`config.mk`:
```
export PLATFORM = sky130hd
export DESIGN_NAME = ddr_bank_responder
export DESIGN_NICKNAME = d
export VERILOG_FILES = /design/src/rtl/ddr_bank_responder.sv
export SDC_FILE = /design/constraint.sdc
export NUM_CORES = 1
export LEC_CHECK = 0
export BUFFER_PORTS_ARGS = -buffer_cell sky130_fd_sc_hd__buf_2
export CAP_MARGIN = 20
export CORE_ASPECT_RATIO = 1.1
export CORE_MARGIN = 10
export CORE_UTILIZATION = 55
export CTS_CLUSTER_DIAMETER = 200
export DETAILED_ROUTE_END_ITERATION = 10
export HOLD_SLACK_MARGIN = 0.02
export PLACE_DENSITY_LB_ADDON = 0.25
export SYNTH_ARGS = -nofsm -noshare
export SYNTH_HDL_FRONTEND = slang
export SYNTH_SLANG_ARGS = --single-unit
```
`constraint.sdc`:
```
create_clock -name clock_t -period 8.9 [get_ports clock_t]
set_clock_uncertainty 0.2 [all_clocks]
set_input_delay 0.445 -clock clock_t [delete_from_list [all_inputs] [get_ports clock_t]]
set_output_delay 0.445 -clock clock_t [all_outputs]
set_load 0.02 [all_outputs]
```
`src/rtl/ddr_bank_responder.sv`:
```
// DDR4 DRAM-side bank responder.
// Decodes ACT/PRE/RD/WR from the command pins and tracks the open/closed state
// and open row of each bank. It enforces tRCD, tRP and tRAS with per-bank
// down-counters and reports violations. Legal RD/WR commands produce a
// registered CAS event for the memory data model.
// Optional statistics counters are built only when DDR_BANK_RESP_STATS_EN is
// defined. Otherwise act_cnt/pre_cnt/cas_cnt are tied to zero.
// Each of TRCD, TRP and TRAS must lie in 1..2**TMR_W-1.
module ddr_bank_responder #(
   parameter int NUMBER_BANK = 16,
   parameter int RA_WIDTH    = 15,
   parameter int CA_WIDTH    = 10,
   parameter int TRCD        = 11,
   parameter int TRP         = 11,
   parameter int TRAS        = 28,
   parameter int TMR_W       = 6
) (
   input  logic                   clock_t,
   input  logic                   reset_n,
   input  logic                   cs_n,
   input  logic                   act_n,
   input  logic                   ras_n_a16,
   input  logic                   cas_n_a15,
   input  logic                   we_n_a14,
   input  logic [1:0]             bg_addr,
   input  logic [1:0]             ba_addr,
   input  logic [RA_WIDTH-1:0]    addr,
   output logic [NUMBER_BANK-1:0] bank_open,
   output logic                   cas_valid,
   output logic                   cas_rw,
   output logic [3:0]             cas_bank,
   output logic [RA_WIDTH-1:0]    cas_row,
   output logic [CA_WIDTH-1:0]    cas_col,
   output logic                   err_valid,
   output logic [2:0]             err_code,
   output logic [3:0]             err_bank,
   output logic [31:0]            act_cnt,
   output logic [31:0]            pre_cnt,
   output logic [31:0]            cas_cnt
);

   typedef enum logic [1:0] {B_IDLE, B_ACTIVE, B_PRECHG} bank_st_e;

   localparam logic [2:0] E_ACT_OPEN = 3'd1;
   localparam logic [2:0] E_ACT_TRP  = 3'd2;
   localparam logic [2:0] E_CAS_IDLE = 3'd3;
   localparam logic [2:0] E_CAS_TRCD = 3'd4;
   localparam logic [2:0] E_PRE_TRAS = 3'd5;

   bank_st_e             st_q   [NUMBER_BANK];
   bank_st_e             st_d   [NUMBER_BANK];
   logic [RA_WIDTH-1:0]  row_q  [NUMBER_BANK];
   logic [RA_WIDTH-1:0]  row_d  [NUMBER_BANK];
   logic [TMR_W-1:0]     trcd_q [NUMBER_BANK];
   logic [TMR_W-1:0]     trcd_d [NUMBER_BANK];
   logic [TMR_W-1:0]     tras_q [NUMBER_BANK];
   logic [TMR_W-1:0]     tras_d [NUMBER_BANK];
   logic [TMR_W-1:0]     trp_q  [NUMBER_BANK];
   logic [TMR_W-1:0]     trp_d  [NUMBER_BANK];

   logic                 cas_valid_q, cas_valid_d;
   logic                 cas_rw_q, cas_rw_d;
   logic [3:0]           cas_bank_q, cas_bank_d;
   logic [RA_WIDTH-1:0]  cas_row_q, cas_row_d;
   logic [CA_WIDTH-1:0]  cas_col_q, cas_col_d;
   logic                 err_valid_q, err_valid_d;
   logic [2:0]           err_code_q, err_code_d;
   logic [3:0]           err_bank_q, err_bank_d;

   logic                 cmd_act, cmd_pre, cmd_rd, cmd_wr, pre_all;
   logic [3:0]           cmd_bank;
   logic [2:0]           rcw;

   // Command decode. REF/MRS/ZQ and other encodings fall through as NOP.
   always_comb begin
      rcw      = {ras_n_a16, cas_n_a15, we_n_a14};
      cmd_bank = {bg_addr, ba_addr};
      cmd_act  = !cs_n && !act_n;
      cmd_pre  = !cs_n && act_n && (rcw == 3'b010);
      cmd_rd   = !cs_n && act_n && (rcw == 3'b101);
      cmd_wr   = !cs_n && act_n && (rcw == 3'b100);
      pre_all  = cmd_pre && addr[10];
   end

   // Per-bank next state, timer update, violation check and CAS event build.
   // Violation checks use the timer values registered before this edge, so a
   // timer that reaches 0 here makes the command legal.
   always_comb begin
      for (int i = 0; i < NUMBER_BANK; i++) begin
         st_d[i]   = st_q[i];
         row_d[i]  = row_q[i];
         trcd_d[i] = (trcd_q[i] != '0) ? trcd_q[i] - TMR_W'(1) : '0;
         tras_d[i] = (tras_q[i] != '0) ? tras_q[i] - TMR_W'(1) : '0;
         trp_d[i]  = (trp_q[i]  != '0) ? trp_q[i]  - TMR_W'(1) : '0;
         if (st_q[i] == B_PRECHG && trp_q[i] == '0) st_d[i] = B_IDLE;
      end
      cas_valid_d = 1'b0;
      cas_rw_d    = cas_rw_q;
      cas_bank_d  = cas_bank_q;
      cas_row_d   = cas_row_q;
      cas_col_d   = cas_col_q;
      err_valid_d = 1'b0;
      err_code_d  = err_code_q;
      err_bank_d  = err_bank_q;

      if (cmd_act) begin
         // A violating ACT still opens the new row.
         if (st_q[cmd_bank] == B_ACTIVE) begin
            err_valid_d = 1'b1;
            err_code_d  = E_ACT_OPEN;
            err_bank_d  = cmd_bank;
         end else if (trp_q[cmd_bank] != '0) begin
            err_valid_d = 1'b1;
            err_code_d  = E_ACT_TRP;
            err_bank_d  = cmd_bank;
         end
         st_d[cmd_bank]   = B_ACTIVE;
         row_d[cmd_bank]  = addr;
         trcd_d[cmd_bank] = TMR_W'(TRCD - 1);
         tras_d[cmd_bank] = TMR_W'(TRAS - 1);
      end

      if (cmd_pre) begin
         // Only ACTIVE banks are closed. PRE to a closed bank is a no-op.
         // The ascending scan reports the lowest violating bank.
         for (int i = 0; i < NUMBER_BANK; i++) begin
            if ((pre_all || cmd_bank == 4'(i)) && st_q[i] == B_ACTIVE) begin
               if (tras_q[i] != '0 && !err_valid_d) begin
                  err_valid_d = 1'b1;
                  err_code_d  = E_PRE_TRAS;
                  err_bank_d  = 4'(i);
               end
               st_d[i]  = B_PRECHG;
               trp_d[i] = TMR_W'(TRP - 1);
            end
         end
      end

      if (cmd_rd || cmd_wr) begin
         if (st_q[cmd_bank] != B_ACTIVE) begin
            err_valid_d = 1'b1;
            err_code_d  = E_CAS_IDLE;
            err_bank_d  = cmd_bank;
         end else if (trcd_q[cmd_bank] != '0) begin
            err_valid_d = 1'b1;
            err_code_d  = E_CAS_TRCD;
            err_bank_d  = cmd_bank;
         end else begin
            cas_valid_d = 1'b1;
            cas_rw_d    = cmd_wr;
            cas_bank_d  = cmd_bank;
            cas_row_d   = row_q[cmd_bank];
            cas_col_d   = addr[CA_WIDTH-1:0];
         end
      end
   end

   // Bank state, timers and registered outputs.
   always_ff @(posedge clock_t or negedge reset_n) begin
      if (!reset_n) begin
         for (int i = 0; i < NUMBER_BANK; i++) begin
            st_q[i]   <= B_IDLE;
            row_q[i]  <= '0;
            trcd_q[i] <= '0;
            tras_q[i] <= '0;
            trp_q[i]  <= '0;
         end
         cas_valid_q <= 1'b0;
         cas_rw_q    <= 1'b0;
         cas_bank_q  <= '0;
         cas_row_q   <= '0;
         cas_col_q   <= '0;
         err_valid_q <= 1'b0;
         err_code_q  <= '0;
         err_bank_q  <= '0;
      end else begin
         for (int i = 0; i < NUMBER_BANK; i++) begin
            st_q[i]   <= st_d[i];
            row_q[i]  <= row_d[i];
            trcd_q[i] <= trcd_d[i];
            tras_q[i] <= tras_d[i];
            trp_q[i]  <= trp_d[i];
         end
         cas_valid_q <= cas_valid_d;
         cas_rw_q    <= cas_rw_d;
         cas_bank_q  <= cas_bank_d;
         cas_row_q   <= cas_row_d;
         cas_col_q   <= cas_col_d;
         err_valid_q <= err_valid_d;
         err_code_q  <= err_code_d;
         err_bank_q  <= err_bank_d;
      end
   end

   // Open-row flags come straight from the bank state flops.
   always_comb begin
      for (int i = 0; i < NUMBER_BANK; i++) bank_open[i] = (st_q[i] == B_ACTIVE);
   end

   assign cas_valid = cas_valid_q;
   assign cas_rw    = cas_rw_q;
   assign cas_bank  = cas_bank_q;
   assign cas_row   = cas_row_q;
   assign cas_col   = cas_col_q;
   assign err_valid = err_valid_q;
   assign err_code  = err_code_q;
   assign err_bank  = err_bank_q;

`ifdef DDR_BANK_RESP_STATS_EN
   logic [31:0] act_cnt_q, pre_cnt_q, cas_cnt_q;

   // Statistics. ACT and PRE count once per command, violating or not.
   // CAS counts only legal RD/WR. All counters wrap naturally.
   always_ff @(posedge clock_t or negedge reset_n) begin
      if (!reset_n) begin
         act_cnt_q <= '0;
         pre_cnt_q <= '0;
         cas_cnt_q <= '0;
      end else begin
         if (cmd_act)     act_cnt_q <= act_cnt_q + 32'd1;
         if (cmd_pre)     pre_cnt_q <= pre_cnt_q + 32'd1;
         if (cas_valid_d) cas_cnt_q <= cas_cnt_q + 32'd1;
      end
   end

   assign act_cnt = act_cnt_q;
   assign pre_cnt = pre_cnt_q;
   assign cas_cnt = cas_cnt_q;
`else
   assign act_cnt = '0;
   assign pre_cnt = '0;
   assign cas_cnt = '0;
`endif

endmodule

```
### After elaboration in Yosys (flattened, before gate mapping)

Index checks and enable logic that the tools add are counted.

* output and inout bits: 151
* logic and storage cells: 629
* input port bits: 26
* bits in registers: 599

* magnitude comparators: 2
* reductions and logical operators: 158
* $add $sub $neg: 48
* bitwise operators: 12
* muxes and demuxes: 269
* eq/ne operators: 52

Operators by type and width (count)
* 6-bit two-way mux: 69
* 6-bit nonzero test: 50
* 96-bit two-way mux: 3
* 6-bit by 1-bit subtractor with 6-bit output, second input constant: 48
* 240-bit bitwise mux: 1
* 4-bit two-way mux: 46
* 3-bit two-way mux: 46
* 6-bit zero test: 16
* 2-bit two-way mux: 35
* 64-bit bitwise AND: 1
* 32-bit two-way mux: 2
* 64-bit NOT: 1
* 64-bit OR: 1
* 15-bit binary-select mux with 4-bit select: 1
* 15-bit demux with 4-bit select: 1
* 1-bit two-way mux: 57
* 1-bit logical AND: 55
* 6-bit binary-select mux with 4-bit select: 2
* 15-bit two-way mux: 3
* 2-bit by 1-bit == test with 1-bit output, second input constant: 17
* 32-bit bitwise AND: 1
* 2-bit == test, second input constant: 16
* 4-bit == test, second input constant: 8
* 32-bit NOT: 1
* other kinds (21): 60

### Logic depth before layout (Yosys ltp)

* depth in word-level cells: 91
* mapped depth: 12
* mapped depth without buffers: 9

### Least setup slack after synthesis

No wires, ideal clock.

* kind: input -> register
* from: in ba_addr[0]
* to: reg cas_row_q[10] (netlist: cas_row[10])
* path slack: 5838 ps
* library setup time: 125 ps
* arrival: 2737 ps
* stages: 9
* buffers on the path: 6
* data required time: 8575 ps
* path through: buf_6 -> buf_6 -> buf_6 -> buf_2 -> buf_2 -> buf_2 -> mux4_2 -> mux4_2 -> mux2_2

* longest elaborated chain between the ends: 7
* elaborated cells on any way between the ends: 15
* classes of those cells: 1 x eq/ne; 9 x mux; 3 x bitwise; 2 x reduce/logical

RTL lines
* start, declared: RTL line 26 `input logic [1:0] ba_addr,`
* 4-bit NOT with 5-bit output (not written as such) (*): RTL line 140, 144, 152
* 6-bit binary-select mux with 4-bit select or 2-bit binary-select mux with 4-bit select (tied branches): RTL line 144, 140
* 6-bit two-way mux (not written as such) or 2-bit two-way mux (tied branches) (2 in a row): RTL line 144, 140
* 6-bit nonzero test or 2-bit by 1-bit != test with 1-bit output (tied branches): RTL line 144, 140
* 1-bit NOT (no line)
* 3-bit AND reduction (no line)
* end signal, assigned: RTL line 187 `cas_row_q <= cas_row_d;`
* end, declared: RTL line 64 `logic [RA_WIDTH-1:0] cas_row_q, cas_row_d;`

Mark *: on every way between the ends. The rest lies on a longest branch, timed or not. The select of a mux whose other input is x is not followed.
A chain may end at the register's enable or synchronous reset.

### Final worst setup path

* from: in ba_addr[0]
* to: reg err_code_q[0] (netlist: err_code[0])

* longest elaborated chain between the ends: 91
* elaborated cells on any way between the ends: 188
* classes of those cells: 17 x eq/ne; 103 x mux; 1 x bitwise; 67 x reduce/logical

RTL lines
* 4-bit NOT with 5-bit output (not written as such)
* 6-bit binary-select mux with 4-bit select: RTL line 112 `end else if (trp_q[cmd_bank] != '0) begin`
* 6-bit two-way mux (not written as such) (2 in a row): RTL line 112
* 6-bit nonzero test: RTL line 112
* 1-bit two-way mux: RTL line 112
* 1-bit two-way mux: RTL line 108 `if (st_q[cmd_bank] == B_ACTIVE) begin`
* 1-bit two-way mux: RTL line 106 `if (cmd_act) begin`
* 1-bit zero test: RTL line 128 `if (tras_q[i] != '0 && !err_valid_d) begin`
* (+75 left out)
* 1-bit logical AND: RTL line 128
* 3-bit two-way mux: RTL line 128
* 3-bit two-way mux: RTL line 127 `if ((pre_all || cmd_bank == 4'(i)) && st_q[i] == B_ACTIVE) begin`
* 3-bit two-way mux: RTL line 123 `if (cmd_pre) begin`
* 3-bit two-way mux: RTL line 144 `end else if (trcd_q[cmd_bank] != '0) begin`
* 3-bit two-way mux: RTL line 140 `if (st_q[cmd_bank] != B_ACTIVE) begin`
* 3-bit two-way mux (*): RTL line 139 `if (cmd_rd || cmd_wr) begin`
* via err_code_d[0]: RTL line 67 `logic [2:0] err_code_q, err_code_d;`
* end signal, assigned: RTL line 190 `err_code_q <= err_code_d;`
* end, declared: RTL line 67

The timed path passes the listed nets; every way through them passes the cells marked *. The select of a mux whose other input is x is not followed.

==> summary.md <==
| Metric | Value |
|---|---|
| Status | `complete, no violations` |
| Worst path top cell family by delay | `buffers and inverters` |
| GPL Wtd Cong | `0.904` |
| CTS tree | `yes` |
| Reg-to-reg endpoint | `cas_col[9]$_DFFE_PN0P_` |
| Worst slew margin | `21.9%` |
| Crit share post-route | `46.9%` |
| Worst-Margin Slew | `1.17 ns` |
| Crit path cell chain | `buf_6 > buf_4 > nor2b_1 > a22oi_1 > o32ai_1 > nor4_2 > a31oi_1 > o311ai_0 > o21ai_0` |
| Slowest cell on crit path | `buf_4` |
| Num CTS Buffers | `66` |
| Final Critical Period | `4.17 ns` |
| Seq cells post-synth | `599` |
| Top cells by area, synth | `dfrtp_1, nand2_1, mux4_2, ha_1, xnor2_1` |
| First-pass GRT wire length | `124,000 um` |
| Post-Route WL | `78,100 um` |
| Yosys cell types | `77` |
| Commonest non-fill, non-tap cell in the layout | `nand2_1` |
| Avg WL per Cell | `20.3 um` |
| Clock transition at path regs | `0.06 ns` |
| Fmax | `240 MHz` |
| Setup TNS | `0 ns` |
| Seq/Total Area, Yosys | `50.6%` |
| R2R setup slack | `5.17 ns` |
| Largest net degree at the start of global routing | `182` |
| Post-Syn Area | `0.0296 mm2` |
| EDFF count, synth | `0` |
| Post-route ant nets | `0` |
| Final Max Tran Viols | `0` |
| Top_reg_cell synth | `dfrtp_1` |
| Commonest non-fill, non-tap cells in the layout | `nand2_1, dfrtp_1, nor2_1, nor3_1, inv_1` |
| Synth warn | `0` |
| Mapped Cells | `3,045` |
| Fillcell total | `4,349` |
| HPWL after DPL | `51,900 um` |
| Vias after detailed routing | `22,400` |
| Clock Sinks | `599` |
| Layout area overhead | `10.1%` |
| RSZ-0062 raised after global routing | `no` |
| Worst skew pair latency | `0.62 ns` |
| Critical Path Max Stage Delay | `0.80 ns` |
| Hold WC Path Type | `primary input to register` |
| Vias per inst | `5.83` |
| Mean post-synth cell area | `9.72 um2` |
| Critical Path Source | `ba_addr[0]` |
| Core Box Area | `0.0535 mm2` |
| Layout cell share with drive strength beyond 1 | `12.8%` |
| Final Hold Vio Count | `0` |
| Crit path depth | `9` |
| Hold WS | `0.0533 ns` |
| WP data required | `9.16 ns` |
| CP endpoint kind | `register` |
| Residual DRC | `0` |
| Initial antenna violation count | `1` |
| Grt ovf | `0` |
| Die Ht | `263 um` |
| Crit path max fanout | `67` |
| Crit path kind | `primary input to register` |
| First drt pass iteration count | `6` |
| # setup viols final | `0` |
| R2R depth | `7` |
| Synth area leader | `dfrtp_1` |
| Leakage | `15.6 nW` |
| CTS H-tree depth | `3` |
| Total track usage | `24.7%` |
| Clk root buf | `clkbuf_16` |
| Die area | `0.0635 mm2` |
| DRT iter0 DRCs | `2,135` |
| Setup crit start kind | `primary input` |
| Max Buffers Root-to-Sink | `3` |
| Initial Utilization | `55.4%` |
| Worst vdd ir | `0.236 mV` |
| Critical Path End | `err_code[0]$_DFF_PN0_` |
| Die width | `241 um` |
| RR Startpoint | `st_q[27]$_DFF_PN0_` |
| Pwr Density | `323 mW/mm2` |
| Port buffer count | `80` |
| Post-synth ARST share | `100%` |
| Crit path DAT | `4.43 ns` |
| Synth top area share | `50.6%` |
| Bufs and invs on worst path | `2` |
| Antenna diodes | `0` |
| NumNets Final | `3,206` |
| Num ports | `177` |
| Row Count | `89` |
| Number of global-route vias before repair | `22,400` |
| Max cap viols | `0` |
==> worst min path at each step <==
stage	from	end	cells after the start	slack, ns
CTS	addr[6]	row_q[126]$_DFFE_PN0P_	3	0.02
global route	addr[6]	row_q[126]$_DFFE_PN0P_	3	0.05
global placement	trcd_q[18]$_DFF_PN0_	trcd_q[18]$_DFF_PN0_	1	0.24
floorplan	reset_n	cas_bank[0]$_DFFE_PN0P_	0	-0.05
detailed placement	trcd_q[18]$_DFF_PN0_	trcd_q[18]$_DFF_PN0_	1	0.25
finish	addr[6]	row_q[126]$_DFFE_PN0P_	3	0.05
==> logic make-up (layout without fill, tap and decap cells) <==
kind of cell | Yosys count | count (layout) | share of synthesized area [%]
adder cells (fa/ha/maj) | 64 | 64 | 2.71
XOR/XNOR | 127 | 127 | 3.76
AO/OA/AOI/OAI | 353 | 353 | 7.45
buffers and inverters | 362 | 379 | 6.02
other | 1 | 96 | 0.0127
AND/OR/NAND/NOR | 1409 | 1409 | 21.3
flip-flops | 599 | 599 | 50.6
multiplexers | 130 | 130 | 8.11
==> synth_stat cells (22+ instances only) <==
| cell type | number |
|---|---|
| nand2_1 | 816 |
| dfrtp_1 | 599 |
| nor2_1 | 177 |
| nor3_1 | 144 |
| inv_1 | 132 |
| o21ai_0 | 131 |
| clkbuf_1 | 101 |
| buf_4 | 96 |
| xnor2_1 | 89 |
| a21oi_1 | 85 |
| mux4_2 | 84 |
| ha_1 | 64 |
| nand2b_1 | 58 |
| nand3_1 | 47 |
| xor2_1 | 38 |
| nor4_1 | 37 |
| mux2_2 | 32 |
| and2_1 | 24 |
| o21bai_1 | 22 |
| or4b_2 | 22 |
==> worst register-to-register path, cell delays in order, from the launching register on <==
cell and delay [ns]:
dfrtp_1 0.38, nand2b_1 0.34, mux4_2 0.53, a22o_1 0.27, a21oi_4 0.21, nand4_1 0.10
or4_2 1.07, mux2_1 0.54
==> sequential cells by signal, summed over array words and instances (netlist names) <==
signal and flops:
cas_col 10, st_q 32, row_q 240, trp_q 96
trcd_q 96, err_bank 4, cas_bank 4, tras_q 96
err_valid 1, cas_valid 1, err_code 3, cas_rw 1
cas_row 15
==> repair_timing <==
item	4_1_cts	5_1_grt
hold buffers	12	0
hold endpoints to repair	207	0
gates resized for setup	0	0
buffers inserted	0	0
==> cell type report <==
type	instances	area, um2	share of cell area [%]
Timing Repair Buffer	138	911	2.80
Sequential cell	599	15000	46.0
Clock buffer	93	1910	5.85
Inverter	132	495	1.52
Multi-Input combinational cell	2179	13300	40.7
Clock inverter	16	176	0.541
Tap cell	682	853	2.62
==> metal layers <==
layer,GRT usage (%),part of all wire [%],vias to the layer above
met5,0,0.017,-
met4,8.01,2.4,2
met3,4.04,7.6,138
met2,39.7,48,847
met1,33.7,42,11200
li1,-,-,10200
==> where the power goes <==
group,leakage [nW],internal [W],total [W],switching (W)
logic,7.08,0.00147,0.00330,0.00183
clock network,1.02,0.00155,0.00266,0.00111
registers,7.47,0.00373,0.00458,0.000847
total,15.6,0.00675,0.0105,0.00379
==> stage by stage <==
| stage | cells | utilization [%] | instance area [um2] | power, W | setup slack, ns |
|---|---|---|---|---|---|
| after floorplan | 3140 | - | 30000 | 0.00690 | 5.84 |
| after global placement | 3714 | 56.8 | 30400 | 0.00762 | 4.21 |
| after detailed placement | 3714 | 56.8 | 30400 | 0.00786 | 4.20 |
| after CTS | 3835 | 60.9 | 32600 | 0.0106 | 4.83 |
| after global routing | 3839 | 61.0 | 32600 | 0.0113 | 4.38 |
| final | 3839 | 61.0 | 32600 | 0.0105 | 4.73 |
No activity file was read; power rests on OpenSTA's default activity.
